<file path="config.mk">
export PLATFORM = sky130hd
export DESIGN_NAME = alu_op_sequencer
export DESIGN_NICKNAME = d
export VERILOG_FILES = /design/src/rtl/alu_op_sequencer.sv
export SDC_FILE = /design/constraint.sdc
export NUM_CORES = 1
export LEC_CHECK = 0
export CORE_ASPECT_RATIO = 1.2
export CORE_MARGIN = 2
export CORE_UTILIZATION = 55
export CTS_BUF_LIST = sky130_fd_sc_hd__clkbuf_16
export CTS_CLUSTER_SIZE = 12
export DETAILED_ROUTE_END_ITERATION = 12
export PLACE_DENSITY = 0.91
export SYNTH_ARGS = -nofsm -noshare
export SYNTH_HDL_FRONTEND = slang
export SYNTH_SLANG_ARGS = --single-unit
</file>
<file path="constraint.sdc">
create_clock -name clk -period 2.1 [get_ports clk]
set_input_delay 0.42 -clock clk [delete_from_list [all_inputs] [get_ports clk]]
set_output_delay 0.42 -clock clk [all_outputs]
set_load 0.03 [all_outputs]
</file>
<file path="src/rtl/alu_op_sequencer.sv">
// Multi-cycle sequencer for the MCU's 8-bit ALU: accepts one command at a time,
// reads operands from an internal 8x8 register file, captures the ALU result and flags, and writes the result back.
//
// state | meaning
// IDLE  | cmd_ready high, waiting for a command; illegal opcodes pulse err
// READ  | operands fetched from the register file into the ALU input flops
// EXEC  | ALU inputs held stable; result and flags captured
// WRITE | result written to rd (discarded for r0), done pulses
module alu_op_sequencer #(
   parameter int         NREGS  = 8,
   parameter logic [3:0] MAX_OP = 4'd9
) (
   input  logic       clk,
   input  logic       reset,
   input  logic       cmd_valid,
   output logic       cmd_ready,
   input  logic [3:0] cmd_op,
   input  logic [2:0] cmd_rd,
   input  logic [2:0] cmd_rs,
   input  logic [2:0] cmd_rt,
   input  logic [7:0] cmd_imm,
   input  logic       cmd_use_imm,
   input  logic [2:0] cmd_shamt,
   output logic [3:0] alu_fsel,
   output logic [2:0] alu_shift,
   output logic [7:0] alu_a,
   output logic [7:0] alu_b,
   input  logic [7:0] alu_f,
   input  logic       alu_zero,
   input  logic       alu_neg,
   input  logic       alu_carry,
   input  logic       alu_overflow,
   output logic       done,
   output logic       err,
   output logic [7:0] result,
   output logic [3:0] flags,
   input  logic [2:0] dbg_addr,
   output logic [7:0] dbg_data
);

   typedef enum logic [1:0] {
      IDLE  = 2'd0,
      READ  = 2'd1,
      EXEC  = 2'd2,
      WRITE = 2'd3
   } state_t;

   state_t     state_q, state_d;
   logic [7:0] regs_q [NREGS];
   logic [7:0] regs_d [NREGS];

   logic [3:0] op_q, op_d;
   logic [2:0] rd_q, rd_d;
   logic [2:0] rs_q, rs_d;
   logic [2:0] rt_q, rt_d;
   logic [7:0] imm_q, imm_d;
   logic       use_imm_q, use_imm_d;
   logic [2:0] shamt_q, shamt_d;

   logic       cmd_ready_q, cmd_ready_d;
   logic [3:0] alu_fsel_q, alu_fsel_d;
   logic [2:0] alu_shift_q, alu_shift_d;
   logic [7:0] alu_a_q, alu_a_d;
   logic [7:0] alu_b_q, alu_b_d;
   logic       done_q, done_d;
   logic       err_q, err_d;
   logic [7:0] result_q, result_d;
   logic [3:0] flags_q, flags_d;

   always_comb begin
      state_d     = state_q;
      regs_d      = regs_q;
      op_d        = op_q;
      rd_d        = rd_q;
      rs_d        = rs_q;
      rt_d        = rt_q;
      imm_d       = imm_q;
      use_imm_d   = use_imm_q;
      shamt_d     = shamt_q;
      cmd_ready_d = cmd_ready_q;
      alu_fsel_d  = alu_fsel_q;
      alu_shift_d = alu_shift_q;
      alu_a_d     = alu_a_q;
      alu_b_d     = alu_b_q;
      done_d      = 1'b0;
      err_d       = 1'b0;
      result_d    = result_q;
      flags_d     = flags_q;

      case (state_q)
         IDLE: begin
            if (cmd_valid && cmd_ready_q) begin
               op_d      = cmd_op;
               rd_d      = cmd_rd;
               rs_d      = cmd_rs;
               rt_d      = cmd_rt;
               imm_d     = cmd_imm;
               use_imm_d = cmd_use_imm;
               shamt_d   = cmd_shamt;
               if (cmd_op > MAX_OP) begin
                  err_d = 1'b1;
               end else begin
                  state_d     = READ;
                  cmd_ready_d = 1'b0;
               end
            end
         end
         READ: begin
            // r0 is never written, so indexing it always yields zero
            alu_a_d     = regs_q[rs_q];
            alu_b_d     = use_imm_q ? imm_q : regs_q[rt_q];
            alu_fsel_d  = op_q;
            alu_shift_d = shamt_q;
            state_d     = EXEC;
         end
         EXEC: begin
            result_d = alu_f;
            flags_d  = {alu_zero, alu_neg, alu_carry, alu_overflow};
            done_d   = 1'b1;
            state_d  = WRITE;
         end
         WRITE: begin
            if (rd_q != 3'd0) regs_d[rd_q] = result_q;
            cmd_ready_d = 1'b1;
            state_d     = IDLE;
         end
         default: state_d = IDLE;
      endcase
   end

   always_ff @(posedge clk) begin
      if (reset) begin
         state_q     <= IDLE;
         for (int i = 0; i < NREGS; i++) regs_q[i] <= 8'd0;
         op_q        <= 4'd0;
         rd_q        <= 3'd0;
         rs_q        <= 3'd0;
         rt_q        <= 3'd0;
         imm_q       <= 8'd0;
         use_imm_q   <= 1'b0;
         shamt_q     <= 3'd0;
         cmd_ready_q <= 1'b1;
         alu_fsel_q  <= 4'd0;
         alu_shift_q <= 3'd0;
         alu_a_q     <= 8'd0;
         alu_b_q     <= 8'd0;
         done_q      <= 1'b0;
         err_q       <= 1'b0;
         result_q    <= 8'd0;
         flags_q     <= 4'd0;
      end else begin
         state_q     <= state_d;
         regs_q      <= regs_d;
         op_q        <= op_d;
         rd_q        <= rd_d;
         rs_q        <= rs_d;
         rt_q        <= rt_d;
         imm_q       <= imm_d;
         use_imm_q   <= use_imm_d;
         shamt_q     <= shamt_d;
         cmd_ready_q <= cmd_ready_d;
         alu_fsel_q  <= alu_fsel_d;
         alu_shift_q <= alu_shift_d;
         alu_a_q     <= alu_a_d;
         alu_b_q     <= alu_b_d;
         done_q      <= done_d;
         err_q       <= err_d;
         result_q    <= result_d;
         flags_q     <= flags_d;
      end
   end

   assign cmd_ready = cmd_ready_q;
   assign alu_fsel  = alu_fsel_q;
   assign alu_shift = alu_shift_q;
   assign alu_a     = alu_a_q;
   assign alu_b     = alu_b_q;
   assign done      = done_q;
   assign err       = err_q;
   assign result    = result_q;
   assign flags     = flags_q;
   assign dbg_data  = regs_q[dbg_addr];

endmodule

</file>
==> out/metrics.yaml <==
clock_network:
  root_buffer: "clkbuf_16"
  clockBufferDepth: 2
  clk-insertion-delay-late_ns: 0.41
  cts_tree: "yes"
  path_clk_slew_ns: 0.05
  clock_sinks: 129
  numCtsBuffers: 17
  cts_max_level: 4
timing:
  fin_worst_skew_ns: 0.00660
  relSlewSlack_pct: 63.1
  setup_viol: 0
  tightest_slew_ns: 0.551
  worst_hold_slack_ns: 0.394
  worst_slack_ns: 0.00430
  drv_slew: 0
  rsz0062_at_grt: "yes"
  fin_crit_sh_pct: 99.8
  hold_violations: 0
  fmax_mhz: 477
  min_period_ns: 2.10
critical_path:
  cp.required_ns: 1.68
  worstSetupStartpoint: "regs_q[36]$_SDFFE_PP0P_"
  cp.arrival_ns: 1.68
  endpoint: "dbg_data[4]"
  ff2ff_setup_slack_ns: 0.24
  critPathKind: "reg -> out"
  cp_max_fo: 4
  path_depth: 3
  timing.rr.start: "state_q[1]$_SDFFE_PP0P_"
  slowest_delay_ns: 0.48
  critical_path_buf_inv_count: 1
  cp_cell_sequence: "mux4_2 > mux2_4 > buf_6"
  ff2ff_path_depth: 5
  rr_endpoint: "regs_q[31]$_SDFFE_PP0P_"
  critPathCaptureType: "output port"
  worstSetupStartpointType: "register"
  critPathTopFamily: "multiplexers"
  crit_slowest_cell: "mux4_2"
yosys:
  synth_top_cell_area_share_pct: 42.1
  avgSynthCellArea_um2: 8.79
  synth_edf_count: 0
  async_flop_share_pct: 0
  yosys.area.top_type: "dfxtp_1"
  synthTopCellsByArea: "dfxtp_1, mux2i_1, nand2_1, a21oi_1, mux4_2"
  synthCells: 698
  synth_commonest_cells: "nand2_1, dfxtp_1, a21oi_1, mux2i_1, nor2_1"
  synthesis.area_um2: 6130
  ys_ff_latch: 129
  ys.flop_type: "dfxtp_1"
  yosysMostFrequentCell: "nand2_1"
  yosysWarningCount: 0
  syn_nets: 746
  synth_seq_area_share_pct: 42.1
  yosys.cell_types.count: 31
global_routing:
  gr-usage-all-layers_pct: 31.6
  grt_pass1_wl_mm: 29.2
  grt_pass1_vias: 5879
  grt_max_degree: 75
  grt.overflow.total: 0
  antenna_found_initial: 0
hold_path:
  min_path_type: "in -> reg"
routing:
  first_pass_iters: 6
  ant_nets: 0
  drc: 0
  vias: 5920
  vias_per_cell: 6.24
  drt_wl_total_mm: 19.0
  routedWlPerCell_um: 20.0
  drtIter0Drc: 764
finish:
  diodes: 0
  nets: 852
  area_growth_pct: 29.7
  drive_gt1_share_pct: 17.9
floorplan:
  fp.coreArea_um2: 10900
  std_cell_rows: 42
  ios: 89
  die_w_um: 100
  initial_core_util_pct: 56.1
  die_y_um: 120
  fp.dieArea_um2: 12000
placement:
  hpwlAfterDp_mm: 12.6
  gp_congestion: 1.01
  pre_cts_slack_ns: -0.750
  io_buffers: 88
flow_run:
  max_cap_violations: 0
status:
  status: "completed"
pwr:
  powerDensity_nw_per_um2: 1040
  leakage_nw: 2.92
  worst_ir_drop_vdd_mv: 0.727
worst min path at each step:
stage                                startpoint                     to  depth (start not counted)
after detailed placement  imm_q[4]$_SDFFE_PP0P_  imm_q[4]$_SDFFE_PP0P_                          2
after CTS                                 reset  imm_q[5]$_SDFFE_PP0P_                          2
final                                     reset  imm_q[5]$_SDFFE_PP0P_                          2
after floorplan            op_q[0]$_SDFFE_PP0P_   op_q[0]$_SDFFE_PP0P_                          2
after global placement     op_q[0]$_SDFFE_PP0P_   op_q[0]$_SDFFE_PP0P_                          2
after global routing                      reset  imm_q[4]$_SDFFE_PP0P_                          2
cells by family (layout without fill, tap and decap cells):
kind of cell | after synthesis | after routing | share of synthesized area [%]
and+or+nand+nor | 257 | 257 | 17.2
AOI/OAI and AO/OA | 142 | 142 | 13.7
DFF | 129 | 129 | 42.1
muxes | 108 | 108 | 21.4
buffers and inverters | 57 | 176 | 4.61
adders and majority gates | 5 | 5 | 1.02
layout make-up:
type                       instances  area [um^2]
clock buffer                      17          425
clock inverter                    15          104
fill                             749         2980
inverter                           3         11.3
multi-input combinational        512         3290
sequential                       129         2600
tap                              132          165
timing repair buffer             141         1360
state kept, by name, indices dropped and copies added (netlist names), 4 cells and up:
name,flops
op_q,4
alu_fsel,4
alu_a,8
regs_q,64
flags,4
alu_b,8
result,8
imm_q,8
metrics by stage:
step / setup TNS (ns) / std cells / cell area (um^2) / total power, mW / util [%]
finish: 0 / 949 / 7950 / 8.23 / 72.8
global route: -0.0103 / 949 / 7950 / 8.54 / 72.8
CTS: -0.0200 / 950 / 7950 / 8.22 / 72.7
detailed placement: -5.39 / 913 / 7310 / 5.59 / 66.9
global placement: -5.11 / 913 / 7310 / 5.47 / 66.9
floorplan: 0 / 698 / 6130 / 4.66 / -
repair_timing:
action / 4_1_cts / 5_1_grt
hold buffers: 0 / 0
gates cloned: 1 / 0
endpoints found under the hold margin: 0 / 0
buffers inserted: 4 / 0
gates resized for setup: 37 / 15
endpoints found under the setup margin: 9 / 10
pin swaps: 0 / 0
routing by layer:
layer | up-vias | global-route usage [%] | wire [um]
met5 | - | 0 | 0
met4 | 0 | 22.1 | 1200
met3 | 98 | 7.45 | 1840
met2 | 397 | 50.8 | 9230
met1 | 2788 | 36.8 | 6750
li1 | 2637 | - | -
where the power goes:
group | total, mW | internal [mW] | switching, mW
Combinational | 2.60 | 1.08 | 1.52
Sequential | 3.00 | 2.73 | 0.263
Clock | 2.64 | 1.59 | 1.05
Total | 8.23 | 5.40 | 2.83
cells in the final DEF (no fill, tap or decap), types with 2 or more instances in the layout:
cell and count:
nand3_1 4, o22ai_1 16, mux4_2 16, clkinv_2 5
a221o_1 8, mux2i_1 68, clkdlybuf4s50_1 73, inv_1 5
dlymetal6s2s_1 3, nor3_1 2, buf_12 4, a21oi_1 90
a211oi_1 8, mux2_2 19, clkinvlp_4 4, a22oi_1 16
dfxtp_2 14, buf_2 2, nand2b_1 4, ha_1 5
clkinv_1 3, nand2_1 179, nor2b_1 23, nor2_1 40
buf_4 48, dfxtp_1 115, buf_6 7, and2_1 2
mux2_4 5, clkbuf_16 17
Note: power is estimated with default switching activity, not from simulation.
